<file path="config.mk">
export PLATFORM = sky130hd
export DESIGN_NAME = rf_write_arbiter
export DESIGN_NICKNAME = d
export VERILOG_FILES = /design/src/rtl/rv_pkg.sv /design/src/rtl/rf_write_arbiter_scoreboard.sv /design/src/rtl/rf_write_arbiter.sv
export SDC_FILE = /design/constraint.sdc
export NUM_CORES = 1
export LEC_CHECK = 0
export CAP_MARGIN = 5
export CORE_MARGIN = 3
export CORE_UTILIZATION = 46
export DETAILED_ROUTE_END_ITERATION = 12
export MAX_ROUTING_LAYER = met4
export PLACE_DENSITY_LB_ADDON = 0.2
export RECOVER_POWER = 100
export SLEW_MARGIN = 20
export SYNTH_ARGS = -nofsm -noshare
export SYNTH_HDL_FRONTEND = slang
export SYNTH_SLANG_ARGS = --single-unit
</file>
<file path="constraint.sdc">
create_clock -name clk -period 9.2 [get_ports clk]
set_input_delay 2.3 -clock clk [delete_from_list [all_inputs] [get_ports clk]]
set_output_delay 2.3 -clock clk [all_outputs]
set_load 0.1 [all_outputs]
</file>
<file path="src/rtl/rv_pkg.sv">
// Shared types and sizes for the register-file write path.
// Latency: n/a (declarations only).
// Backpressure: n/a.
package rv_pkg;

    localparam int XLEN       = 32;
    localparam int REG_ADDR_W = 5;
    localparam int NUM_REGS   = 32;

    typedef logic [REG_ADDR_W-1:0] reg_addr_t;
    typedef logic [XLEN-1:0]       xdata_t;
    typedef logic [NUM_REGS-1:0]   reg_vec_t;

    // Starvation tracker for refused MDU responses.
    typedef enum logic [1:0] {
        IDLE  = 2'd0,
        WAIT  = 2'd1,
        DRAIN = 2'd2
    } arb_state_t;

    // One-hot mask for a register index; used for scoreboard set/clear.
    function automatic reg_vec_t reg_onehot(input reg_addr_t idx);
        reg_vec_t v;
        v      = '0;
        v[idx] = 1'b1;
        return v;
    endfunction

endpackage

</file>
<file path="src/rtl/rf_write_arbiter_scoreboard.sv">
// Per-register pending-write scoreboard for in-flight MDU destinations.
// Latency: set/clear visible one cycle later; read ports are combinational on registered state.
// Backpressure: none; set/clear are accepted every cycle.
//
// Ports:
//   clk, reset              clock, synchronous active-high reset
//   set_en/set_rd           mark a register pending (issue handshake)
//   clr_en/clr_rd           clear a pending register (response handshake)
//   rd_a/b/c_idx -> rd_a/b/c  three lookup ports (rs1, rs2, rd of decode)
//   pending                 full registered pending vector
module rf_scoreboard
    import rv_pkg::*;
(
    input  logic                  clk,
    input  logic                  reset,
    input  logic                  set_en,
    input  logic [REG_ADDR_W-1:0] set_rd,
    input  logic                  clr_en,
    input  logic [REG_ADDR_W-1:0] clr_rd,
    input  logic [REG_ADDR_W-1:0] rd_a_idx,
    input  logic [REG_ADDR_W-1:0] rd_b_idx,
    input  logic [REG_ADDR_W-1:0] rd_c_idx,
    output logic                  rd_a,
    output logic                  rd_b,
    output logic                  rd_c,
    output logic [NUM_REGS-1:0]   pending
);

    reg_vec_t pending_q;
    reg_vec_t pending_d;

    // Clear first, then set: a new issue to a register whose previous
    // result retires in the same cycle must stay pending.
    always_comb begin
        pending_d = pending_q;
        if (clr_en) begin
            pending_d = pending_d & ~reg_onehot(clr_rd);
        end
        if (set_en) begin
            pending_d = pending_d | reg_onehot(set_rd);
        end
        // x0 is hardwired; never track it.
        pending_d[0] = 1'b0;
    end

    always_ff @(posedge clk) begin
        if (reset) begin
            pending_q <= '0;
        end else begin
            pending_q <= pending_d;
        end
    end

    assign rd_a    = pending_q[rd_a_idx];
    assign rd_b    = pending_q[rd_b_idx];
    assign rd_c    = pending_q[rd_c_idx];
    assign pending = pending_q;

endmodule

</file>
<file path="src/rtl/rf_write_arbiter.sv">
// Arbitrates the single RF write port between pipeline writeback and the MDU, tracks MDU hazards.
// Latency: write port is combinational (0 cycles); scoreboard/counter/FSM state updates next cycle.
// Backpressure: WB always wins; MDU response is refused while WB writes, and a forced decode stall drains WB after STARVE_LIMIT refusals.
//
// Ports:
//   clk, reset                              clock, synchronous active-high reset
//   wb_valid/wb_rd/wb_data                  pipeline writeback request
//   issue_valid/issue_rd -> issue_ready     MDU op issue handshake
//   mdu_resp_valid/rd/data -> mdu_resp_ready MDU result handshake
//   id_valid/id_rs1/id_rs2/id_rd/id_uses_*  decode-stage operands for hazard check
//   stall_id                                freeze IF/ID
//   rf_we/rf_waddr/rf_wdata                 register-file write port
module rf_write_arbiter
    import rv_pkg::*;
#(
    parameter int MAX_OUTSTANDING = 2,
    parameter int STARVE_LIMIT    = 4
)
(
    input  logic                  clk,
    input  logic                  reset,
    input  logic                  wb_valid,
    input  logic [REG_ADDR_W-1:0] wb_rd,
    input  logic [XLEN-1:0]       wb_data,
    input  logic                  issue_valid,
    input  logic [REG_ADDR_W-1:0] issue_rd,
    output logic                  issue_ready,
    input  logic                  mdu_resp_valid,
    input  logic [REG_ADDR_W-1:0] mdu_resp_rd,
    input  logic [XLEN-1:0]       mdu_resp_data,
    output logic                  mdu_resp_ready,
    input  logic                  id_valid,
    input  logic [REG_ADDR_W-1:0] id_rs1,
    input  logic [REG_ADDR_W-1:0] id_rs2,
    input  logic [REG_ADDR_W-1:0] id_rd,
    input  logic                  id_uses_rs1,
    input  logic                  id_uses_rs2,
    output logic                  stall_id,
    output logic                  rf_we,
    output logic [REG_ADDR_W-1:0] rf_waddr,
    output logic [XLEN-1:0]       rf_wdata
);

    localparam int CNT_W    = $clog2(MAX_OUTSTANDING + 1);
    localparam int STARVE_W = $clog2(STARVE_LIMIT + 1);

    localparam logic [CNT_W-1:0]    MAX_CNT    = CNT_W'(MAX_OUTSTANDING);
    localparam logic [STARVE_W-1:0] LIMIT_CNT  = STARVE_W'(STARVE_LIMIT);
    localparam logic [STARVE_W-1:0] STARVE_ONE = STARVE_W'(1);

    // ------------------------------------------------------------------
    // Write port mux. A WB write to x0 is a no-op and must not steal the
    // port from the MDU.
    // ------------------------------------------------------------------
    logic wb_eff;
    logic resp_hs;
    logic issue_hs;

    always_comb begin
        wb_eff         = wb_valid && (wb_rd != '0);
        mdu_resp_ready = !wb_eff;
        rf_we          = 1'b0;
        rf_waddr       = '0;
        rf_wdata       = '0;
        if (wb_eff) begin
            rf_we    = 1'b1;
            rf_waddr = wb_rd;
            rf_wdata = wb_data;
        end else if (mdu_resp_valid && (mdu_resp_rd != '0)) begin
            // Responses to x0 are accepted but never written.
            rf_we    = 1'b1;
            rf_waddr = mdu_resp_rd;
            rf_wdata = mdu_resp_data;
        end
    end

    assign resp_hs = mdu_resp_valid && mdu_resp_ready;

    // ------------------------------------------------------------------
    // Scoreboard of pending MDU destinations.
    // ------------------------------------------------------------------
    logic     pend_rs1;
    logic     pend_rs2;
    logic     pend_rd;
    reg_vec_t pending;

    rf_scoreboard u_scoreboard (
        .clk      (clk),
        .reset    (reset),
        .set_en   (issue_hs),
        .set_rd   (issue_rd),
        .clr_en   (resp_hs),
        .clr_rd   (mdu_resp_rd),
        .rd_a_idx (id_rs1),
        .rd_b_idx (id_rs2),
        .rd_c_idx (id_rd),
        .rd_a     (pend_rs1),
        .rd_b     (pend_rs2),
        .rd_c     (pend_rd),
        .pending  (pending)
    );

    // ------------------------------------------------------------------
    // Outstanding counter. Issue is blocked at the cap and when the same
    // destination is still pending (WAW against an older MDU op).
    // ------------------------------------------------------------------
    logic [CNT_W-1:0] outstanding_q;
    logic [CNT_W-1:0] outstanding_d;

    assign issue_ready = (outstanding_q < MAX_CNT) && !pending[issue_rd];
    assign issue_hs    = issue_valid && issue_ready;

    always_comb begin
        outstanding_d = outstanding_q;
        unique case ({issue_hs, resp_hs})
            2'b10: begin
                if (outstanding_q < MAX_CNT) begin
                    outstanding_d = outstanding_q + CNT_W'(1);
                end
            end
            2'b01: begin
                // A stray response with nothing in flight must not wrap.
                if (outstanding_q != '0) begin
                    outstanding_d = outstanding_q - CNT_W'(1);
                end
            end
            default: outstanding_d = outstanding_q;
        endcase
    end

    always_ff @(posedge clk) begin
        if (reset) begin
            outstanding_q <= '0;
        end else begin
            outstanding_q <= outstanding_d;
        end
    end

    // ------------------------------------------------------------------
    // Starvation FSM. Counts consecutive refused response cycles; once the
    // limit is hit, decode is frozen so WB empties and the MDU gets the port.
    // ------------------------------------------------------------------
    arb_state_t          state_q;
    arb_state_t          state_d;
    logic [STARVE_W-1:0] starve_cnt_q;
    logic [STARVE_W-1:0] starve_cnt_d;

    always_comb begin
        state_d      = state_q;
        starve_cnt_d = starve_cnt_q;
        unique case (state_q)
            IDLE: begin
                if (mdu_resp_valid && !mdu_resp_ready) begin
                    starve_cnt_d = STARVE_ONE;
                    state_d      = (STARVE_ONE >= LIMIT_CNT) ? DRAIN : WAIT;
                end
            end
            WAIT: begin
                // A withdrawn response is a protocol violation; just rearm.
                if (resp_hs || !mdu_resp_valid) begin
                    starve_cnt_d = '0;
                    state_d      = IDLE;
                end else begin
                    starve_cnt_d = starve_cnt_q + STARVE_ONE;
                    if (starve_cnt_d >= LIMIT_CNT) begin
                        state_d = DRAIN;
                    end
                end
            end
            DRAIN: begin
                if (resp_hs) begin
                    starve_cnt_d = '0;
                    state_d      = IDLE;
                end
            end
            default: begin
                starve_cnt_d = '0;
                state_d      = IDLE;
            end
        endcase
    end

    always_ff @(posedge clk) begin
        if (reset) begin
            state_q      <= IDLE;
            starve_cnt_q <= '0;
        end else begin
            state_q      <= state_d;
            starve_cnt_q <= starve_cnt_d;
        end
    end

    // ------------------------------------------------------------------
    // Decode stall: RAW on used sources, WAW on the destination, or drain.
    // ------------------------------------------------------------------
    logic haz;

    assign haz      = id_valid && ((id_uses_rs1 && pend_rs1) ||
                                   (id_uses_rs2 && pend_rs2) ||
                                   pend_rd);
    assign stall_id = haz || (state_q == DRAIN);

endmodule
</file>
==> results of run 1 <==
## sequential cells by signal (all words and copies together) (netlist names)
signal / cells
outstanding_q: 2
starve_cnt_q: 3
state_q: 2
u_scoreboard.pending: 31
## where the power goes
group | switching (mW) | internal (mW)
logic | 0.162 | 0.0822
clock network | 0.0605 | 0.0605
registers | 0.00436 | 0.167
## cells in the final DEF (no fill, tap or decap), drive strengths merged, types with 2 or more instances in the layout
cell type and n:
inv 6, or3 3, or3b 2, nor2b 2
a211oi 2, nor2 10, nor4 4, a22oi 3
nand2b 4, o211ai 3, a21oi 39, mux2i 10
o21ai 36, a22o 37, nor4b 2, buf 34
dfxtp 38, nor3 5, nand3 7, mux2 8
clkdlybuf4s50 98, clkbuf 13, mux4 26, nand3b 6
nand2 49, dlygate4sd3 7, and3b 3, a2111oi 2
nor3b 4
## worst max-delay path, stage by stage
cell and delay [ns]:
dlygate4sd3_1 1.01, mux4_2 0.62, a22oi_1 0.24, o311ai_0 0.43
nor4_1 0.41, clkbuf_1 0.90
## synthesized netlist by cell type, types with 3 or more instances
cell type	number	area share (%)
dfxtp_1	38	23
nand2b_1	4	0.77
o21ai_1	12	1.9
and3b_1	3	0.81
o21ai_0	24	3.7
mux4_2	24	17
nand3b_1	6	1.4
nor2_1	10	1.2
inv_1	5	0.58
mux2_2	7	2.4
nand2_1	49	5.7
a21oi_1	39	6.0
buf_2	6	0.93
clkbuf_1	17	2.0
nand3_1	7	1.1
a22o_1	37	10
nor4_4	3	2.0
buf_1	4	0.46
or3_1	3	0.58
mux2i_1	10	3.1
nor3_1	4	0.62
## through the flow
| stage | power [mW] | instances | instance area, um^2 | hold slack [ns] | util [%] |
|---|---|---|---|---|---|
| 5_1_grt | 0.553 | 577 | 4570 | 0.521 | 69.6 |
| 4_1_cts | 0.542 | 577 | 4680 | 0.498 | 71.3 |
| 3_5_place_dp | 0.424 | 569 | 4590 | 0.483 | 69.9 |
| 2_1_floorplan | 0.341 | 359 | 3240 | 0.464 | - |
| 3_3_place_gp | 0.421 | 569 | 4590 | 0.478 | 69.9 |
| 6_report | 0.537 | 577 | 4570 | 0.496 | 69.6 |
## cells by family (layout without fill, tap and decap cells)
kind of cell               Yosys count  count (layout)  synth area share [%]
muxes                               44              44                  24.2
AOI/OAI and AO/OA                  135             135                  28.5
adders and majority gates            1               1                 0.386
DFF                                 38              38                  23.5
and+or+nand+nor                    105             105                  18.5
xor gates and xnor gates             2               2                 0.541
buffers and inverters               34             159                  4.40
## cell type report
class,instances,area [um^2]
well taps,93,116
flip-flops and latches,38,761
multi-input cells,287,2250
fillers,535,2000
repair buffers,145,1330
clock inverters,1,5.00
inverters,6,22.5
clock buffers,7,86.3
## final timing paths
kind / to / startpoint / slack, ns
hold reg to reg: starve_cnt_q[2] / starve_cnt_q[2] / 0.50
hold / removal: starve_cnt_q[2] / starve_cnt_q[2] / 0.50
setup / recovery: issue_ready / issue_rd[0] / 0.99
setup reg to reg: u_scoreboard.pending[19] / u_scoreboard.pending[23] / 5.71
## per-layer routing
metal | wire length [um] | up-vias | track usage (%)
li1 | - | 1650 | -
met1 | 4610 | 1673 | 36.4
met2 | 5780 | 230 | 47.6
met3 | 1190 | 38 | 5.93
met4 | 323 | 0 | 8.93
met5 | 0 | - | -
==> impl_results.md, run 1 <==
* Hold-fix buffers, CTS at 0
* Setup violators final at 0
* Peak supply drop at ~0.098 mV
* Net Count, Synth at around 460
* # clock sinks at 38
* Count of pins over their slew limit at 35
* Worst-path clk slew at 0.08 ns
* EDFF count, synth at 0
* CTS tree: yes
* Initial core utilization at roughly half
* Area growth from synthesis to layout at 41.1%
* Pre-CTS WS at ~1.4 ns
* Outcome: finished, violations left
* Yosys warning total at 0
* Total number of vias at about 3600
* Max-cap viol count at 4
* Final Hold Fails at 0
* Final WL at 11900 um
* Post-synthesis cell count at between 300 and 400
* Die area at approximately 8100 um^2
* Largest net degree at the start of global routing at 39
* Worst hold path cell count at 2
* FP Rows at 29
* Worst EP arrival at 5.91 ns
* H-tree depth at 2
* Fin worst setup slack at about 0.99 ns
* Vias in the first global route at 3520
* Initial antenna violation count at 0
* CP Capture Type: primary output
* All-Layer GR Usage at 29.0%
* Post-Route Skew at 0.00366 ns
* Setup TNS at 0 ns
* Synth async-reset ratio at 0%
* Clk root buf: clkbuf_8
* DRC at 0
* Worst slew margin at -12.5%
* Hold crit path type: reg -> reg
* RSZ-0062 raised after global routing: no
* Clk Latency, worst-skew pair at 0.29 ns
* GPL Wtd Cong at a little under 1
* Die H at approximately 90 um
* Mapped Avg Cell Area at 9.03 um^2
* DRT iter0 DRCs at 335
* First-pass DRT Iterations at 5
* Fin nets at just under 600
* Tcrit/Tclk final at roughly nine tenths
* Slew @ Worst Pin at 1.67 ns
* CP required at between 6 and 7 ns
* # IOs at 143
* Total setup buffers inserted after CTS at 0
* Vias per std cell at between 6 and 7
* Antenna Nets Post-Route at 0
* TritonCTS buffer count at 5
* WL/cell at 20.6 um
* Port bufs at about 140
* Synthesized cell area at between 3000 and 4000 um^2
* Yosys reg bits at 38
* Post_cts resized at 0
* Type of origin of the critical path: primary input
* First-pass GRT wire length at between 15000 and 20000 um
* Post-DP HPWL at 9060 um
* Die extent in x at ~90 um
* Proportion of layout cells with a drive suffix above 1 at 16.5%
* Bufs on Longest Clock Path at 2
* Setup CP Type: in -> out
* Seq/Total Area, Yosys at roughly a quarter
* Crit-path max FO at 16
* Failing checks: max-capacitance violations, max-slew violations
* Diode count at 0
* Cell area power density at about 120 nW/um^2
* Synth Flop Type: dfxtp_1
* Core area at roughly 6600 um^2
* P_leak at roughly 1.7 nW
* Congestion Overflow GR at 0
* Highest Clock Rate at 0.122 GHz
* Cell variety after synth at 60
* Fin crit period at between 8 and 9 ns
* R2R cell count at 6
Note: power is estimated with default switching activity, not from simulation.
==> run 2, diff against run 1 <==
ABC_CLOCK_PERIOD_IN_PS = 9200   (was default)
==> results of run 2 <==
Final layout, timing and power as in run 1 (identical DEF).
==> run 3, diff against run 2 <==
CORE_MARGIN = 2   (was 3)
==> run 3 against run 2 <==
The run still ends with max-capacitance violations, max-slew violations left. Non-clock buffer count unchanged. Global-route usage increased by 0.72 points. Sequential share of layout area about the same. First-iteration DRC count increased by 15%. Largest cell class unchanged. Highest routed layer unchanged.
==> impl_results.md, run 3 (synthesized netlist as in run 1, its figures left out) <==
* Hold-fix buffers, CTS at 0 (unchanged)
* Type of origin of the critical path: primary input
* Commonest cells after routing, fill and taps aside: clkdlybuf4s50_1, nand2_1, a21oi_1
* CTS tree: yes
* Hold WS at 0.504 ns (+0.00712 ns)
* Setup violators final at 0 (unchanged)
* Highest Clock Rate at 0.123 GHz (+0.63%)
* Tot Pwr at 0.538 mW (+0.26%)
* Pre-CTS WS at 1.41 ns (-0.00344 ns)
* Vias in the first global route at 3375 (-4.1%)
* TritonCTS buffer count at 5 (unchanged)
* Finished Layout Cells at 580 (+0.52%)
* Total setup buffers inserted after CTS at 0 (unchanged)
* Failing checks: max-capacitance violations, max-slew violations
* # IOs at 143 (unchanged)
* # clock sinks at 38 (unchanged)
* Post-DP HPWL at 8880 um (-2.0%)
* DRT iter0 DRCs at 386 (+15%)
* Setup TNS at 0 ns (unchanged)
* Antenna Nets Post-Route at 0 (unchanged)
* Max reg flops at 31 (unchanged)
* Post-Route Skew at 0.00679 ns (+0.00313 ns)
* Met2 WL at 5730 um (-0.88%)
* Clk Latency, worst-skew pair at 0.31 ns (+0.02 ns)
* WL/cell at 20.0 um (-2.9%)
* Tcrit/Tclk final at 88.7% (-0.56 points)
* Flop2flop setup slack at 5.72 ns (about the same)
* Post_cts resized at 0 (unchanged)
* Worst slew margin at -17.0% (-4.5 points)
* DRT met1 WL at 4820 um (+4.7%)
* Area of placed instances at 4590 um^2 (about the same)
* Final WL at 11600 um (-2.4%)
* Total number of vias at 3527 (-1.8%)
* Crit-path max FO at 16 (unchanged)
* Max-cap viol count at 4 (unchanged)
* Worst EP arrival at 5.86 ns (-0.05 ns)
* Fin worst setup slack at 1.04 ns (+0.0515 ns)
* Peak supply drop at 0.0633 mV (-35%)
* Congestion Overflow GR at 0 (unchanged)
* RSZ-0062 raised after global routing: no
* Proportion of layout cells with a drive suffix above 1 at 16.7% (+0.21 points)
* Commonest non-fill, non-tap cell in the layout: clkdlybuf4s50_1
* Metal3 WL at 927 um (-22%)
* Bufs on Longest Clock Path at 2 (unchanged)
* Largest net degree at the start of global routing at 39 (unchanged)
* Clk root buf: clkbuf_8
* Fin crit period at 8.16 ns (-0.0515 ns)
* Highest Signal Layer: met4
* Outcome: finished, violations left
* Core area at 6790 um^2 (+3.4%)
* Placed Cells at 572 (+0.53%)
* Finished Core Util at 67.4% (-2.2 points)
* Die H at 87.9 um (-2.2%)
* Initial core utilization at 47.7% (-1.6 points)
* H-tree depth at 2 (unchanged)
* Count of pins over their slew limit at 26 (-26%)
* DRC at 0 (unchanged)
* Design area at 4580 um^2 (+0.16%)
* Cell area power density at 118 nW/um^2 (about the same)
* Initial antenna violation count at 0 (unchanged)
* Port bufs at 142 (unchanged)
* Vias per std cell at 6.08 (-2.3%)
* Slew @ Worst Pin at 1.74 ns (+0.0672 ns)
* First-pass DRT Iterations at 5 (unchanged)
* Die area at 7730 um^2 (-4.4%)
* Diode count at 0 (unchanged)
* CP required at 6.90 ns (about the same)
* P_leak at 1.66 nW (about the same)
* GPL Wtd Cong at 0.971 (-1.5%)
* CP Capture Type: primary output
* Worst-path clk slew at 0.07 ns (about the same)
* Die extent in x at 87.9 um (-2.2%)
* Hold crit path type: reg -> reg
* First-pass GRT wire length at 17000 um (-8.2%)
* Area growth from synthesis to layout at 41.3%
* FP Rows at 30 (+3.4%)
* Setup CP Type: in -> out
* Fin nets at 586 (unchanged)
* All-Layer GR Usage at 29.8% (+0.72 points)
* Final Hold Fails at 0 (unchanged)
run 3: cell count changes in the layout (fill, tap and decap cells not counted):
cell and delta:
dlygate4sd3_1 -1, clkinvlp_4 +1, clkdlybuf4s50_1 +1, clkbuf_1 -1
run 3: final timing paths:
check,depth (start not counted),to,from
worst max register to register,6,u_scoreboard.pending[31],u_scoreboard.pending[31]
worst min-delay path,1,outstanding_q[0],outstanding_q[0]
worst min register to register,1,outstanding_q[0],outstanding_q[0]
worst max-delay path,6,issue_ready,issue_rd[0]
run 3: area by class of cell:
type,count,area (um^2)
flip-flops and latches,38,761
multi-input cells,287,2250
fillers,570,2210
well taps,96,120
clock inverters,2,12.5
inverters,6,22.5
repair buffers,145,1330
clock buffers,6,82.6
run 3: routing by layer:
| layer | track usage (%) | vias to the layer above |
|---|---|---|
| met2 | 46.9 | 168 |
| met5 | - | - |
| met3 | 6.88 | 18 |
| met4 | 6.57 | 0 |
| met1 | 39.2 | 1693 |
| li1 | - | 1648 |
run 3: report_power, final:
part	total [mW]	leakage [nW]	internal [mW]	switching (mW)
Clock	0.123	0.0472	0.0602	0.0626
Sequential	0.172	0.307	0.167	0.00449
Combinational	0.243	1.30	0.0823	0.161
Total	0.538	1.66	0.310	0.228
run 3: critical path: stages:
cell	delay (ns)
dlygate4sd3_1	1.00
mux4_2	0.59
a22oi_1	0.21
o311ai_0	0.42
nor4_1	0.43
clkbuf_1	0.90
